<file path="config.mk">
export PLATFORM = sky130hd
export DESIGN_NAME = clk_div_multi
export DESIGN_NICKNAME = d
export VERILOG_FILES = /design/src/rtl/clk_div_pkg.sv /design/src/rtl/clk_div_chan.sv /design/src/rtl/clk_div_multi.sv
export SDC_FILE = /design/constraint.sdc
export NUM_CORES = 1
export LEC_CHECK = 0
export CORE_MARGIN = 5
export CORE_UTILIZATION = 35
export CTS_BUF_LIST = sky130_fd_sc_hd__clkbuf_16
export CTS_CLUSTER_DIAMETER = 60
export DETAILED_ROUTE_END_ITERATION = 16
export PLACE_DENSITY_LB_ADDON = 0.12
export SYNTH_ARGS = -nofsm -noshare
export SYNTH_HDL_FRONTEND = slang
export SYNTH_SLANG_ARGS = --single-unit
</file>
<file path="constraint.sdc">
create_clock -name clk -period 26.9 [get_ports clk]
set_clock_uncertainty 0.1 [all_clocks]
set_input_delay 5.38 -clock clk [delete_from_list [all_inputs] [get_ports clk]]
set_output_delay 5.38 -clock clk [all_outputs]
set_load 0.005 [all_outputs]
</file>
<file path="src/rtl/clk_div_pkg.sv">
// rtl/clk_div_pkg.sv - shared defaults, channel-select width helper and channel flag types
package clk_div_pkg;

  localparam int DEFAULT_WIDTH   = 24;
  localparam int DEFAULT_DIV_VAL = 8388607;

  function automatic int calc_chw(input int channels);
    return (channels > 1) ? $clog2(channels) : 1;
  endfunction

  typedef struct packed {
    logic pending;
    logic clk_out;
    logic tick;
  } chan_flags_t;

endpackage

</file>
<file path="src/rtl/clk_div_chan.sv">
// rtl/clk_div_chan.sv - one divider channel: counter, shadow divisor and registered outputs
module clk_div_chan
  import clk_div_pkg::*;
#(
  parameter int               WIDTH       = DEFAULT_WIDTH,
  parameter logic [WIDTH-1:0] DEFAULT_DIV = WIDTH'(DEFAULT_DIV_VAL)
) (
  input  logic             clk,
  input  logic             rst,
  input  logic             en,
  input  logic             sync_clear,
  input  logic             wr,
  input  logic [WIDTH-1:0] wr_div,
  output logic             clk_out,
  output logic             tick,
  output logic             pending
);

  typedef struct packed {
    logic [WIDTH-1:0] cnt;
    logic [WIDTH-1:0] active_div;
    logic [WIDTH-1:0] shadow_div;
    chan_flags_t      f;
  } chan_state_t;

  chan_state_t cur, nxt;

  always_ff @(posedge clk or posedge rst) begin
    if (rst) begin
      cur.cnt        <= '0;
      cur.active_div <= DEFAULT_DIV;
      cur.shadow_div <= DEFAULT_DIV;
      cur.f          <= '0;
    end else begin
      cur <= nxt;
    end
  end

  always_comb begin
    nxt        = cur;
    nxt.f.tick = 1'b0;
    if (!en || sync_clear) begin
      nxt.cnt       = '0;
      nxt.f.clk_out = 1'b0;
      if (cur.f.pending) begin
        nxt.active_div = cur.shadow_div;
        nxt.f.pending  = 1'b0;
      end
      if (wr) begin
        nxt.shadow_div = wr_div;
        // A stopped channel has no period boundary to wait for, so the value lands now.
        if (en) begin
          nxt.f.pending = 1'b1;
        end else begin
          nxt.active_div = wr_div;
          nxt.f.pending  = 1'b0;
        end
      end
    end else begin
      if (cur.cnt == cur.active_div) begin
        nxt.cnt       = '0;
        nxt.f.clk_out = ~cur.f.clk_out;
        nxt.f.tick    = ~cur.f.clk_out;
        if (cur.f.pending) begin
          nxt.active_div = cur.shadow_div;
          nxt.f.pending  = 1'b0;
        end
      end else begin
        nxt.cnt = cur.cnt + 1'b1;
      end
      if (wr) begin
        nxt.shadow_div = wr_div;
        nxt.f.pending  = 1'b1;
      end
    end
  end

  assign clk_out = cur.f.clk_out;
  assign tick    = cur.f.tick;
  assign pending = cur.f.pending;

endmodule

</file>
<file path="src/rtl/clk_div_multi.sv">
// rtl/clk_div_multi.sv - multi-channel clock divider top: config decode, error pulse, channel array
module clk_div_multi
  import clk_div_pkg::*;
#(
  parameter int          CHANNELS    = 4,
  parameter int          WIDTH       = DEFAULT_WIDTH,
  parameter int unsigned DEFAULT_DIV = DEFAULT_DIV_VAL,
  parameter int          CHW         = calc_chw(CHANNELS)
) (
  input  logic                clk,
  input  logic                rst,
  input  logic [CHANNELS-1:0] en,
  input  logic                sync_clear,
  input  logic                cfg_we,
  input  logic [CHW-1:0]      cfg_ch,
  input  logic [WIDTH-1:0]    cfg_div,
  output logic                cfg_err,
  output logic [CHANNELS-1:0] clk_out,
  output logic [CHANNELS-1:0] tick,
  output logic [CHANNELS-1:0] pending
);

  logic [CHANNELS-1:0] wr;

  always_ff @(posedge clk or posedge rst) begin
    if (rst) begin
      cfg_err <= 1'b0;
    end else begin
      cfg_err <= cfg_we && (32'(cfg_ch) >= 32'(CHANNELS));
    end
  end

  for (genvar i = 0; i < CHANNELS; i++) begin : g_chan
    assign wr[i] = cfg_we && (cfg_ch == CHW'(i));

    clk_div_chan #(
      .WIDTH       (WIDTH),
      .DEFAULT_DIV (WIDTH'(DEFAULT_DIV))
    ) u_chan (
      .clk        (clk),
      .rst        (rst),
      .en         (en[i]),
      .sync_clear (sync_clear),
      .wr         (wr[i]),
      .wr_div     (cfg_div),
      .clk_out    (clk_out[i]),
      .tick       (tick[i]),
      .pending    (pending[i])
    );
  end

endmodule

</file>
Word level (Yosys, flattened, before mapping)
Cells that the tools add are included.
W data, S select, Z words.
Word-level totals
  register bits after elaboration: 300
  input port bits: 34
  output and inout bits: 13
  logic and storage cells: 100
Cells by class
  add/subtract/negate cells: 4
  equal/unequal tests: 7
  mux-type cells: 40
  bitwise gates (word level): 4
  reductions and logical operators: 21
Operators by type and width (count)
  $mux W24: 16
  $mux W74: 4
  $mux W49: 4
  $mux W25: 4
  $add A24 B1 Y24 const B: 4
  $eq A24 B24 Y1: 4
  $mux W3: 4
  $reduce_bool A3 Y1: 4
  $mux W1: 8
  $reduce_bool A2 Y1: 4
  $eq A2 B2 Y1 const B: 2
  $logic_and A1 B1 Y1: 4
  $logic_not A1 Y1: 4
  $logic_or A1 B1 Y1: 4
  $not A1 Y1: 4
  $eq A2 B1 Y1 const B: 1
  $logic_not A2 Y1: 1

Logic depth before layout (Yosys ltp)
  depth after elaboration: 4
  depth in mapped cells: 8
  gate-level depth less buffers: 6

Modules after synthesis
A second synthesis with hierarchy kept.
Unflattened totals
  cell total of the unflattened synthesis: 1746
  area total of the unflattened synthesis: 17570.6 µm²
By module, submodules not included
  clk_div_chan: instances 4, cells an instance 435, area an instance 4380.5 µm², sequential area each 1934.4 µm²
  clk_div_multi: instances 1, cells an instance 6, area an instance 48.8 µm², sequential area each 0.0 µm²

Least setup slack after synthesis
Ideal clock, no wire load.
  path type: input to register
  start point: input port cfg_ch[1]
  end point: register g_chan[0].u_chan.cur[50] (netlist bit)
  setup time: 0.141 ns
  arrival: 6.941 ns
  required time: 26.659 ns
  setup slack: 19.718 ns
  stages: 8
  buffers on the path: 4
  cells stage by stage: buf_2 -> or4b_1 -> buf_2 -> and2_4 -> buf_6 -> buf_6 -> a221oi_2 -> o311ai_1
Between the ends
  word-level cells in the longest chain between the ends: 4
Ends and longest elaborated chain
  start: declaration: RTL line clk_div_multi.sv:15  | input logic [CHW-1:0] cfg_ch,
  $logic_not A2 Y1: RTL line clk_div_multi.sv:34  | assign wr[i] = cfg_we && (cfg_ch == CHW'(i));
  $logic_and A1 B1 Y1: RTL line clk_div_multi.sv:34
  $mux W49: RTL line clk_div_chan.sv:49  | if (wr) begin
  $mux W74: RTL line clk_div_chan.sv:42  | if (!en || sync_clear) begin
  end signal: assignment: RTL line clk_div_chan.sv:35  | cur <= nxt;
  end: declaration: RTL line clk_div_chan.sv:26  | chan_state_t cur, nxt;
Every way passes these cells. The select of a mux whose other input is x is not followed.
A chain may end at the register's enable or synchronous reset.

Worst setup path after layout
  start point: input port cfg_ch[1]
  end point: register g_chan[1].u_chan.cur[33] (netlist bit)
Between the ends
  word-level cells in the longest chain between the ends: 4
Ends and longest elaborated chain (RTL line)
  $eq A2 B1 Y1: clk_div_multi.sv:34
  $logic_and A1 B1 Y1: clk_div_multi.sv:34
  $mux W49: clk_div_chan.sv:49
  $mux W74: clk_div_chan.sv:42
  end signal: assignment: clk_div_chan.sv:35
  end: declaration: clk_div_chan.sv:26
Every way passes these cells. The select of a mux whose other input is x is not followed.

==> flow_summary_export.csv <==
group,metric,value,unit
routing,wl_per_cell,19.0,um
cts,post_cts_resized,0,
grt,grt_max_degree,148,
min_path,hp-start,"g_chan[2].u_chan.cur[26]",
placed_design,dp_cells,2328,
min_path,hold_path_depth,1,
sta,final_hold_viol_count,0,
grt,grt_pass1_wl,72500,um
grt,overflow,0,
sta,maxSlewViolCount,0,
floorplan,dieHeight,233,um
worst_setup_path,slowest_stage,"clkdlybuf4s50_1",
worst_setup_path,critPathTopFamily,"buffers and inverters",
sta,rsz0062_at_grt,"false",
logic_synthesis,syn_avg_cell_area,10.1,um^2
routing,drcViolationCount,0,
sta,setup-violations-final,0,
worst_setup_path,cp_data_required_time,27.23,ns
placed_design,gp_congestion,0.755,
floorplan,initial_utilization,35.5,%
power,vdd_drop_max,0.0343,mV
worst_setup_path,cp_max_fo,25,
power,power_density,62.4,nW/um^2
grt,antenna_found_initial,0,
sta,fin_crit,7.84,ns
sta,min_period_over_period,29.1,%
logic_synthesis,syn-num-nets,1762,
layout,postLayoutCoreUtil,39.8,%
cts,hold_buffers,0,
placed_design,place_ws,18.54,ns
power,fin_total_pwr,1.22,mW
power,leakage,8.03,nW
routing,drt-pass1-iter-count,5,
layout,fillers,4810,
floorplan,dieArea,54400,um^2
cts,cts_buffer_depth,3,
floorplan,rows,81,
cts,cts_tree,"done",
run,cap_violations,0,
worst_setup_path,slowest_delay,0.88,ns
logic_synthesis,synth-seq-cells,300,
sta,fin_tns_setup,0,ns
floorplan,io_pins,47,
routing,drt_iter0_markers,793,
layout,area_growth_syn_to_layout,12.2,%
cts,cts_setup_buffers,0,
routing,viasPerCell,5.35,
layout,final_common_cell,"nor2_1",
worst_setup_path,cp-start-kind,"input pin",
layout,final_cells,2399,
cts,clkLatencyLatePin,0.55,ns
routing,vias,12800,
worst_setup_path,crit_chain,"clkdlybuf4s50_1, nand4bb_2, buf_4, and2_1, a221oi_1, o311ai_0",
sta,max_freq,0.128,GHz
cts,clk_pin_slew,0.06,ns
logic_synthesis,yosys_warnings,0,
min_path,min_to,"g_chan[2].u_chan.cur[26]",
worst_setup_path,timing.rr.start,"g_chan[0].u_chan.cur[28]",
worst_setup_path,cp.arrival,8.17,ns
sta,timing.hold.ws,0.397,ns
placed_design,dpl-instance-area,18400,um^2
cts,clockRootBuffer,"clkbuf_16",
logic_synthesis,yosysSeqAreaShare,44.3,%
layout,nets,1743,
layout,drive_gt1_share,22.4,%
floorplan,coreArea,49200,um^2
sta,layout_setup_ws,19.06,ns
placed_design,place.port_buffers,45,
sta,worst-slew-pin-transition,1.18,ns
logic_synthesis,synth_area,17400,um^2
cts,cts_inserted_buffers,39,
grt,first_global_vias,12600,
placed_design,dp_hpwl,28700,um
worst_setup_path,r2r_cells,6,
routing,detail-route-antenna-nets,0,
sta,relSlewSlack,20.5,%
logic_synthesis,netlist-cell-type-count,43,
layout,most-common-layout-cells,"nor2_1 (207), and2_1 (199), dfstp_2 (184)",
worst_setup_path,worst-path-buf-inv,2,
worst_setup_path,r2r_slack,24.15,ns
min_path,hold_path.class,"reg -> reg",
outcome,outcome,"completed",
worst_setup_path,crit_path_end_kind,"register",
layout,final_design_area_no_fill,19600,um^2
logic_synthesis,syn-instance-count,1724,
routing,drt_wl_total,45600,um
cts,cts_sinks,300,
worst_setup_path,r2r_end,"g_chan[0].u_chan.cur[53]",
floorplan,die_x,233,um
cts,cts-htree-levels,2,
worst_setup_path,path_class,"in -> reg",
grt,grt_usage,16.7,%
## synth_stat cells
| master | n | area share [%] |
|---|---|---|
| and3_1 | 13 | 0.47 |
| nand4b_1 | 1 | 0.050 |
| o22ai_1 | 3 | 0.11 |
| inv_1 | 19 | 0.41 |
| nor2b_1 | 1 | 0.036 |
| and4_1 | 10 | 0.50 |
| o21ai_1 | 4 | 0.11 |
| nor3_1 | 15 | 0.43 |
| nand4_1 | 29 | 1.0 |
| conb_1 | 1 | 0.021 |
| xor2_1 | 148 | 7.4 |
| or2_0 | 1 | 0.036 |
| xnor2_1 | 36 | 1.8 |
| nand3b_1 | 2 | 0.086 |
| nand3_1 | 38 | 1.1 |
| nor2_1 | 210 | 4.5 |
| buf_1 | 2 | 0.043 |
| buf_6 | 4 | 0.26 |
| dfrtp_1 | 116 | 17 |
| a221oi_2 | 20 | 1.7 |
| or3b_2 | 1 | 0.050 |
| o21ai_0 | 1 | 0.029 |
| o311ai_1 | 25 | 1.3 |
| dfstp_2 | 184 | 28 |
| and2_4 | 1 | 0.050 |
| nand2b_1 | 5 | 0.18 |
| clkbuf_1 | 98 | 2.1 |
| nand4bb_1 | 2 | 0.13 |
| or4b_1 | 1 | 0.057 |
| nor4_1 | 29 | 1.0 |
| nor3b_1 | 1 | 0.043 |
| mux2_2 | 96 | 6.2 |
| buf_2 | 13 | 0.37 |
| mux2i_1 | 96 | 5.5 |
| and2_1 | 199 | 7.1 |
| o311ai_0 | 71 | 3.6 |
| buf_4 | 15 | 0.65 |
| or2_2 | 2 | 0.072 |
| ha_1 | 4 | 0.29 |
| o211ai_1 | 4 | 0.17 |
| or3_1 | 3 | 0.11 |
| a221oi_1 | 76 | 3.8 |
| nand2_1 | 124 | 2.7 |
## area by class of cell
type | instances | area [um^2] | area share [%]
Multi-Input combinational cell | 1273 | 9070 | 46.3
Clock inverter | 28 | 145 | 0.741
Timing Repair Buffer | 72 | 666 | 3.40
Clock buffer | 42 | 1050 | 5.37
Antenna cell | 1 | 2.50 | 0.0128
Sequential cell | 300 | 7740 | 39.5
Tap cell | 664 | 831 | 4.24
Inverter | 19 | 78.8 | 0.403
## how the worst max path moves through the flow
| stage | start | end | slack (ns) | depth (start not counted) |
|---|---|---|---|---|
| after floorplan | rst | g_chan[0].u_chan.clk_out | 13.44 | 1 |
| after global placement | cfg_ch[1] | g_chan[1].u_chan.cur[27] | 18.60 | 6 |
| after detailed placement | cfg_ch[0] | g_chan[2].u_chan.cur[40] | 18.54 | 6 |
| after CTS | cfg_ch[0] | g_chan[2].u_chan.cur[47] | 19.13 | 6 |
| after global routing | cfg_ch[0] | g_chan[2].u_chan.cur[30] | 18.93 | 6 |
| final | cfg_ch[1] | g_chan[1].u_chan.cur[33] | 19.06 | 6 |
## per-layer routing
metal | routed length [um] | global-route usage, % | vias up
li1 | - | - | 6127
met1 | 22600 | 24.2 | 6473
met2 | 20600 | 26.2 | 181
met3 | 1490 | 2.33 | 56
met4 | 956 | 4.49 | 0
met5 | 0 | 0 | -
## sequential cells by signal, summed over array words and instances, names as in the netlist
| register | flops |
|---|---|
| g_chan.u_chan.clk_out | 4 |
| g_chan.u_chan.cur | 288 |
| g_chan.u_chan.tick | 4 |
| g_chan.u_chan.pending | 4 |
## where the power goes
part,internal (mW),switching [mW]
clock network,0.289,0.206
logic,0.0777,0.0765
registers,0.536,0.0366
total,0.903,0.319
## cell families after synthesis
group	Yosys count	share of synthesized area [%]
AND/OR/NAND/NOR	688	19.8
flip-flops	300	44.3
AO/OA/AOI/OAI	204	10.8
multiplexers	192	11.7
XOR/XNOR	184	9.24
buffers and inverters	151	3.84
adder cells (fa/ha/maj)	4	0.287
other	1	0.0215
## worst register-to-register path, cell delays in order, from the launching register on
cell and delay, ns:
dfstp_2 0.55, xor2_1 0.07, nor4_1 0.45, nand4_1 0.18, o21ai_1 0.86, buf_4 0.35
nor2_1 0.07
Note: power is estimated with default switching activity, not from simulation.
